File: config.mk
export PLATFORM = sky130hd
export DESIGN_NAME = nco_cfg_writer
export DESIGN_NICKNAME = d
export VERILOG_FILES = /design/src/rtl/nco_cfg_pkg.sv /design/src/rtl/nco_cfg_writer.sv
export SDC_FILE = /design/constraint.sdc
export NUM_CORES = 1
export LEC_CHECK = 0
export BUFFER_PORTS_ARGS = -buffer_cell sky130_fd_sc_hd__buf_2
export CORE_MARGIN = 2
export CORE_UTILIZATION = 43
export CTS_CLUSTER_SIZE = 28
export DETAILED_ROUTE_END_ITERATION = 10
export GPL_ROUTABILITY_DRIVEN = 0
export GPL_TIMING_DRIVEN = 0
export HOLD_SLACK_MARGIN = 0.1
export PLACE_DENSITY = 0.69
export SKIP_LAST_GASP = 1
export SYNTH_ARGS = -nofsm -noshare
export SYNTH_HDL_FRONTEND = slang
export SYNTH_SLANG_ARGS = --single-unit
export TNS_END_PERCENT = 5
File: constraint.sdc
create_clock -name clk -period 1.9 [get_ports clk]
set_input_delay 0.095 -clock clk [delete_from_list [all_inputs] [get_ports clk]]
set_output_delay 0.095 -clock clk [all_outputs]
set_load 0.03 [all_outputs]
File: src/rtl/nco_cfg_pkg.sv
// Shared types and constants for the simple_nco configuration writer.
package nco_cfg_pkg;

   typedef enum logic [2:0] {IDLE, WR_LO, WR_HI, SETTLE, DONE} state_e;
   typedef enum logic [1:0] {OFF, SINE, SQUARE, SAW} mode_e;

   localparam int unsigned MODE_LSB = 0;
   localparam int unsigned LD_LO    = 2;
   localparam int unsigned LD_HI    = 3;

   // Must track the NCO's own FCW reset value so the shadow stays coherent.
   localparam logic [15:0] NCO_FCW_RESET = 16'h0008;

endpackage

File: src/rtl/nco_cfg_writer.sv
// Sequences byte-wide FCW/mode loads into simple_nco, skipping bytes the NCO
// already holds (tracked by a shadow copy) unless a forced write is requested.
module nco_cfg_writer
   import nco_cfg_pkg::*;
#(
   parameter int unsigned SETTLE_CYCLES = 3,
   parameter logic [15:0] FCW_RESET     = NCO_FCW_RESET
) (
   input  logic        clk,
   input  logic        rst_n,
   input  logic        enable,
   input  logic        reqValid,
   output logic        reqReady,
   input  logic [15:0] reqFcw,
   input  logic [1:0]  reqMode,
   input  logic        reqForce,
   output logic [7:0]  ctrlOut,
   output logic [7:0]  dataOut,
   output logic        busy,
   output logic        cfgDone
);

   localparam int unsigned CW = (SETTLE_CYCLES > 0) ? $clog2(SETTLE_CYCLES + 1) : 1;
   localparam logic [CW-1:0] CNT_INIT = (SETTLE_CYCLES > 0) ? CW'(SETTLE_CYCLES - 1) : '0;
   localparam state_e POST_WR = (SETTLE_CYCLES > 0) ? SETTLE : DONE;

   state_e        state_q, state_d;
   logic [15:0]   shadow_q, shadow_d;
   logic [7:0]    fcw_hi_q, fcw_hi_d;
   logic          need_hi_q, need_hi_d;
   logic [3:0]    ctrl_q, ctrl_d;
   logic [7:0]    data_q, data_d;
   logic [CW-1:0] cnt_q, cnt_d;
   logic          need_lo, need_hi;

   assign reqReady = (state_q == IDLE) & enable;
   assign need_lo  = reqForce | (reqFcw[7:0]  != shadow_q[7:0]);
   assign need_hi  = reqForce | (reqFcw[15:8] != shadow_q[15:8]);

   always_comb begin
      state_d   = state_q;
      shadow_d  = shadow_q;
      fcw_hi_d  = fcw_hi_q;
      need_hi_d = need_hi_q;
      ctrl_d    = ctrl_q;
      data_d    = data_q;
      cnt_d     = cnt_q;
      unique case (state_q)
         IDLE: begin
            if (reqValid && reqReady) begin
               fcw_hi_d                 = reqFcw[15:8];
               need_hi_d                = need_hi;
               ctrl_d[MODE_LSB +: 2]    = reqMode;
               if (need_lo) begin
                  state_d          = WR_LO;
                  ctrl_d[LD_LO]    = 1'b1;
                  data_d           = reqFcw[7:0];
                  shadow_d[7:0]    = reqFcw[7:0];
               end else if (need_hi) begin
                  state_d          = WR_HI;
                  ctrl_d[LD_HI]    = 1'b1;
                  data_d           = reqFcw[15:8];
                  shadow_d[15:8]   = reqFcw[15:8];
               end else begin
                  state_d          = DONE;
               end
            end
         end
         WR_LO: begin
            ctrl_d[LD_LO] = 1'b0;
            if (need_hi_q) begin
               state_d        = WR_HI;
               ctrl_d[LD_HI]  = 1'b1;
               data_d         = fcw_hi_q;
               shadow_d[15:8] = fcw_hi_q;
            end else begin
               state_d = POST_WR;
               data_d  = '0;
               cnt_d   = CNT_INIT;
            end
         end
         WR_HI: begin
            ctrl_d[LD_HI] = 1'b0;
            data_d        = '0;
            state_d       = POST_WR;
            cnt_d         = CNT_INIT;
         end
         SETTLE: begin
            if (cnt_q == '0) state_d = DONE;
            else             cnt_d   = cnt_q - CW'(1);
         end
         DONE:    state_d = IDLE;
         default: state_d = IDLE;
      endcase
   end

   // Everything freezes while enable is low, matching the NCO's own gating.
   always_ff @(posedge clk or negedge rst_n) begin
      if (!rst_n) begin
         state_q   <= IDLE;
         shadow_q  <= FCW_RESET;
         fcw_hi_q  <= '0;
         need_hi_q <= 1'b0;
         ctrl_q    <= '0;
         data_q    <= '0;
         cnt_q     <= '0;
      end else if (enable) begin
         state_q   <= state_d;
         shadow_q  <= shadow_d;
         fcw_hi_q  <= fcw_hi_d;
         need_hi_q <= need_hi_d;
         ctrl_q    <= ctrl_d;
         data_q    <= data_d;
         cnt_q     <= cnt_d;
      end
   end

   assign ctrlOut = {4'b0000, ctrl_q};
   assign dataOut = data_q;
   assign busy    = (state_q != IDLE);
   assign cfgDone = (state_q == DONE);

endmodule

# Word-level counts from Yosys, hierarchy flattened
# Cells that the tools add are included.
[word_totals]
inputBits = 23
register_bits = 42
elab_cells = 70
output_inout_bits = 19
[op_classes]
n_addsub = 1
bitwise = 3
n_eq_ne = 15
n_reduce_logical = 15
mux = 26
[ops]
columns = ["cell", "count"]
rows = [
  ["8-bit two-way mux", 7],
  ["8-bit case mux with 3 select lines", 1],
  ["16-bit two-way mux", 1],
  ["8-bit inequality test", 2],
  ["8-bit case mux with 2 select lines", 1],
  ["4-bit AND reduction", 4],
  ["2-bit inequality test (second input constant)", 7],
  ["3-bit two-way mux", 4],
  ["3-bit case mux with 4 select lines", 1],
  ["6-bit AND reduction", 2],
  ["3-bit nonzero test", 3],
  ["3-bit by 2-bit == test with 1-bit output (second input constant)", 2],
  ["2-bit case mux with 3 select lines", 1],
  ["3-bit AND reduction", 2],
  ["1-bit two-way mux", 5],
  ["2-bit two-way mux", 2],
  ["4-bit two-way mux", 1],
  ["3-bit by 1-bit == test with 1-bit output (second input constant)", 1],
  ["3-bit == test (second input constant)", 1],
  ["3-bit logical NOT", 1],
  ["3-bit inequality test (second input constant)", 1],
  ["1-bit case mux with 3 select lines", 1],
  ["2-bit logical NOT", 1],
  ["2-bit by 1-bit inequality test with 1-bit output (second input constant)", 1],
  ["other kinds (6)", 7],
]

# Logic depth before layout (Yosys ltp)
[logic_depth]
depth_word = 6
ltp_mapped = 7
ltp_nobuf = 7

# Worst setup path before layout
# OpenSTA, ideal clock, no wires.
[synth_timing]
kind = "register -> register"
startpoint = "register state_q[0]"
endpoint = "register shadow_q[0]"
setup_time_ps = 125
required_ps = 1775
setup_slack_ps = -97
period_less_slack_ps = 1997
t_arrival_ps = 1873
path_buffers = 1
stages_incl_launch_ff = 7
path_cell_list = "dfrtp_1 buf_2 nor3_4 and2_1 nand2_1 nor2_4 mux2_2"
[synth_between]
elab_chain_len = 4
[synth_lines]
columns = ["element", "line_no", "rtl"]
rows = [
  ["start, declared", "nco_cfg_writer.sv:27", "state_e state_q, state_d;"],
  ["start signal, assigned", "nco_cfg_writer.sv:108", "state_q <= state_d;"],
  ["3-bit logical NOT", "nco_cfg_writer.sv:36", "assign reqReady = (state_q == IDLE) & enable;"],
  ["1-bit bitwise AND", "nco_cfg_writer.sv:36", ""],
  ["named net reqReady", "nco_cfg_writer.sv:13", "output logic reqReady,"],
  ["1-bit logical AND", "nco_cfg_writer.sv:50", "if (reqValid && reqReady) begin"],
  ["4-bit AND reduction (no line)", "--", ""],
  ["end signal, assigned", "nco_cfg_writer.sv:109", "shadow_q <= shadow_d;"],
  ["end, declared", "nco_cfg_writer.sv:28", "logic [15:0] shadow_q, shadow_d;"],
]
# The timed path passes the listed nets, and every way through them passes these cells.
# A chain may end at the register's enable or synchronous reset.

# Worst setup path after layout
[layout_timing]
startpoint = "register shadow_q[2]"
endpoint = "register data_q[7] (netlist: dataOut[7])"
[layout_between]
elab_chain_len = 5
elab_cells_between_ends = 7
classes_between = "eq/ne: 2; mux: 3; bitwise: 1; reduce/logical: 1"
[layout_lines]
columns = ["element", "line_no", "rtl"]
rows = [
  ["8-bit inequality test *", "nco_cfg_writer.sv:37", "assign need_lo = reqForce | (reqFcw[7:0] != shadow_q[7:0]);"],
  ["1-bit bitwise OR *", "nco_cfg_writer.sv:37", ""],
  ["8-bit two-way mux", "nco_cfg_writer.sv:54", "if (need_lo) begin"],
  ["8-bit two-way mux", "nco_cfg_writer.sv:50", ""],
  ["8-bit case mux with 3 select lines", "nco_cfg_writer.sv:48", "unique case (state_q)"],
  ["end signal, assigned", "nco_cfg_writer.sv:113", "data_q <= data_d;"],
  ["end, declared", "nco_cfg_writer.sv:32", "logic [7:0] data_q, data_d;"],
]
# Every way passes the cells marked *; elsewhere a longest branch is shown, timed or not. The select of a mux whose other input is x is not followed.

==> results.json <==
{
  "outcome": "complete, but fails checks",
  "violations": "setup timing",
  "die_area_sq_um": 6070,
  "syn-cell-area_sq_um": 2350,
  "chipWidth_microns": 77.9,
  "synthCells": 222,
  "num_vias": 1907,
  "rr_startpoint": "shadow_q[2]",
  "p_total_w": 0.00457,
  "drt_pass1_iterations": 4,
  "seqCellArea_sq_um": 1050,
  "final_cells": 366,
  "r2r_slack_ns": -0.15,
  "leakagePower_nw": 1.48,
  "grt_max_degree": 43,
  "crit_fanout": 8,
  "ant_nets": 0,
  "wl_per_cell_microns": 15.3,
  "setup_violations": 23,
  "fin_ws_ns": -0.152,
  "fin_crit_sh_pct": 108,
  "hold_path.class": "input pin to register",
  "cts.sinks": 42,
  "htreeDepth": 2,
  "yosysWarnings": 0,
  "antenna_cells": 0,
  "r2r_end": "dataOut[7]",
  "fin_hold_ws_ns": 0.200,
  "tns_ns": -2.13,
  "multi_input_area_sq_um": 1270,
  "gr-total-overflow": 0,
  "startpoint": "shadow_q[2]",
  "dp_hpwl_microns": 3750,
  "period_minus_slack_ns": 2.05,
  "synth_edf_count": 0,
  "cts_made_buffers": 5,
  "clkLatencyLatePin_ns": 0.30,
  "async_reset_ff_share_pct": 100,
  "required_ns": 2.09,
  "rows": 26,
  "drive_gt1_share_pct": 33.8,
  "grt_pass1_wl_microns": 9160,
  "portBuffers": 36,
  "final_nets": 319,
  "drc": 0,
  "fillers": 435,
  "vdd_drop_max_v": 0.000484,
  "synth-seq-area-share_pct": 44.8,
  "fin_util_pct": 58.9,
  "drt_first_iter_violations": 90,
  "max_slew_margin_pct": 37.9,
  "synth-seq-cells": 42,
  "cap_violations": 0,
  "avgSynthCellArea_sq_um": 10.6,
  "maxSlewViolCount": 0,
  "crit_arrival_ns": 2.24,
  "place_inst": 331,
  "synth-main-ff-cell": "dfrtp_1",
  "die_y_microns": 77.9,
  "io_pins": 42,
  "fin_skew_ns": 0.00910,
  "syn_to_final_growth_pct": 29.7,
  "cp-start-kind": "register",
  "setup.worst_path.end_class": "register",
  "hold_violations": 0,
  "hp-start": "reqValid",
  "cts_max_path_buffers": 2,
  "start_util_pct": 45.4,
  "routed_wl_microns": 5610,
  "p_per_area_nw_per_um2": 1500,
  "core_area_sq_um": 5170,
  "antenna_found_initial": 0,
  "clkTransAtPathRegs_ns": 0.08,
  "clockRootBuffer": "clkbuf_8",
  "tightest_slew_ns": 0.932,
  "fmax_mhz": 487,
  "synth.distinct_cells": 44,
  "r2r_cells": 7,
  "criticalPathCategory": "register to register",
  "cp-endpoint": "dataOut[7]",
  "rsz0062_at_grt": "true",
  "grt_pass1_vias": 1829,
  "via_per_inst": 5.21,
  "grt_use_total_pct": 19.2,
  "cts_tree": "built"
}
flip-flops by register name, indices dropped and copies added, names as in the netlist:
signal,flops
need_hi_q,1
fcw_hi_q,8
ctrl_q,4
dataOut,8
cnt_q,2
shadow_q,16
state_q,3
per-layer routing:
metal	up-vias	wire [microns]	track usage, %
li1	930	-	-
met1	922	2590	25.8
met2	43	2690	30.6
met3	12	221	3.84
met4	0	110	7.32
met5	-	0	0
power by group:
part	total (W)	internal, W	switching (W)	leakage [nW]
combinational	0.00241	0.00107	0.00134	0.913
sequential	0.00156	0.00129	0.000269	0.522
clock	0.000600	0.000292	0.000308	0.0472
what timing repair did:
item,CTS,global route
hold endpoints to repair,59,0
pin swaps,5,3
hold buffers,19,0
setup endpoints to repair,22,35
buffers inserted,5,2
gates cloned,1,0
gates resized for setup,1,10
worst min-delay path by stage:
stage	end	slack, ns	cells after the start
after detailed placement	ctrl_q[1]	0.29	3
after global routing	ctrl_q[2]	0.19	3
after floorplan	cnt_q[0]	-0.20	0
final	ctrl_q[2]	0.20	3
after global placement	ctrl_q[1]	0.28	3
after CTS	dataOut[1]	0.20	3
cells in the mapped netlist, drive strengths merged, types with 2 or more instances:
cell type	instances	area [sq um]
nand2	45	169
dfrtp	41	1030
mux2	23	263
and3	11	73.8
buf	10	60.1
a221o	9	90.1
xor2	9	78.8
nor2	8	40.0
xnor2	8	70.1
a22o	6	52.6
a21oi	5	25.0
clkbuf	5	18.8
inv	5	18.8
and2	4	25.0
nand3	4	20.0
nor4	4	55.1
a31oi	3	48.8
nor3	3	31.3
a21o	2	15.0
nand4	2	12.5
o21ai	2	10.0
critical path, stage by stage, from the launching register on:
cell     delay (ns)
dfrtp_1        0.41
xor2_1         0.26
nor4_4         0.07
buf_4          0.15
buf_4          0.14
and3_4         0.20
a31oi_4        0.33
mux2_2         0.38
cell usage in the layout (no fill, tap or decap), types with 6 or more instances in the layout:
cell type / Yosys / layout
dfrtp_1: 41 / 41
xnor2_1: 8 / 8
and3_1: 10 / 9
mux2_2: 22 / 17
mux2_4: 1 / 6
clkbuf_8: 0 / 6
a22o_1: 6 / 6
buf_2: 6 / 42
xor2_1: 9 / 8
buf_4: 4 / 9
a221o_1: 9 / 9
nand2_1: 45 / 45
dlygate4sd3_1: 0 / 19
final cells by class:
cell class / instances / share of cell area (%)
Tap cell: 70 / 2.88
Multi-Input combinational cell: 164 / 41.8
Sequential cell: 42 / 34.6
Buffer: 15 / 2.59
Inverter: 5 / 0.616
Clock inverter: 2 / 0.411
Clock buffer: 6 / 2.71
Timing Repair Buffer: 62 / 14.4
per-stage QoR:
| stage | area [sq um] | setup slack, ns |
|---|---|---|
| floorplan | 2360 | 0.0146 |
| global placement | 2630 | -0.156 |
| detailed placement | 2630 | -0.226 |
| CTS | 2990 | -0.105 |
| global route | 3050 | -0.214 |
| finish | 3050 | -0.152 |
kinds of logic (layout without fill, tap and decap cells):
| group | after synthesis | in the layout | share of synthesized area [%] |
|---|---|---|---|
| mux | 24 | 24 | 11.6 |
| buf+inv | 20 | 90 | 4.16 |
| other cells | 1 | 4 | 0.160 |
| flops | 42 | 42 | 44.8 |
| fa+ha+maj | 1 | 1 | 0.533 |
| xor+xnor | 17 | 17 | 6.34 |
| simple gates | 85 | 85 | 19.5 |
| compound gates | 32 | 33 | 12.9 |
Note: power is estimated with default switching activity, not from simulation.
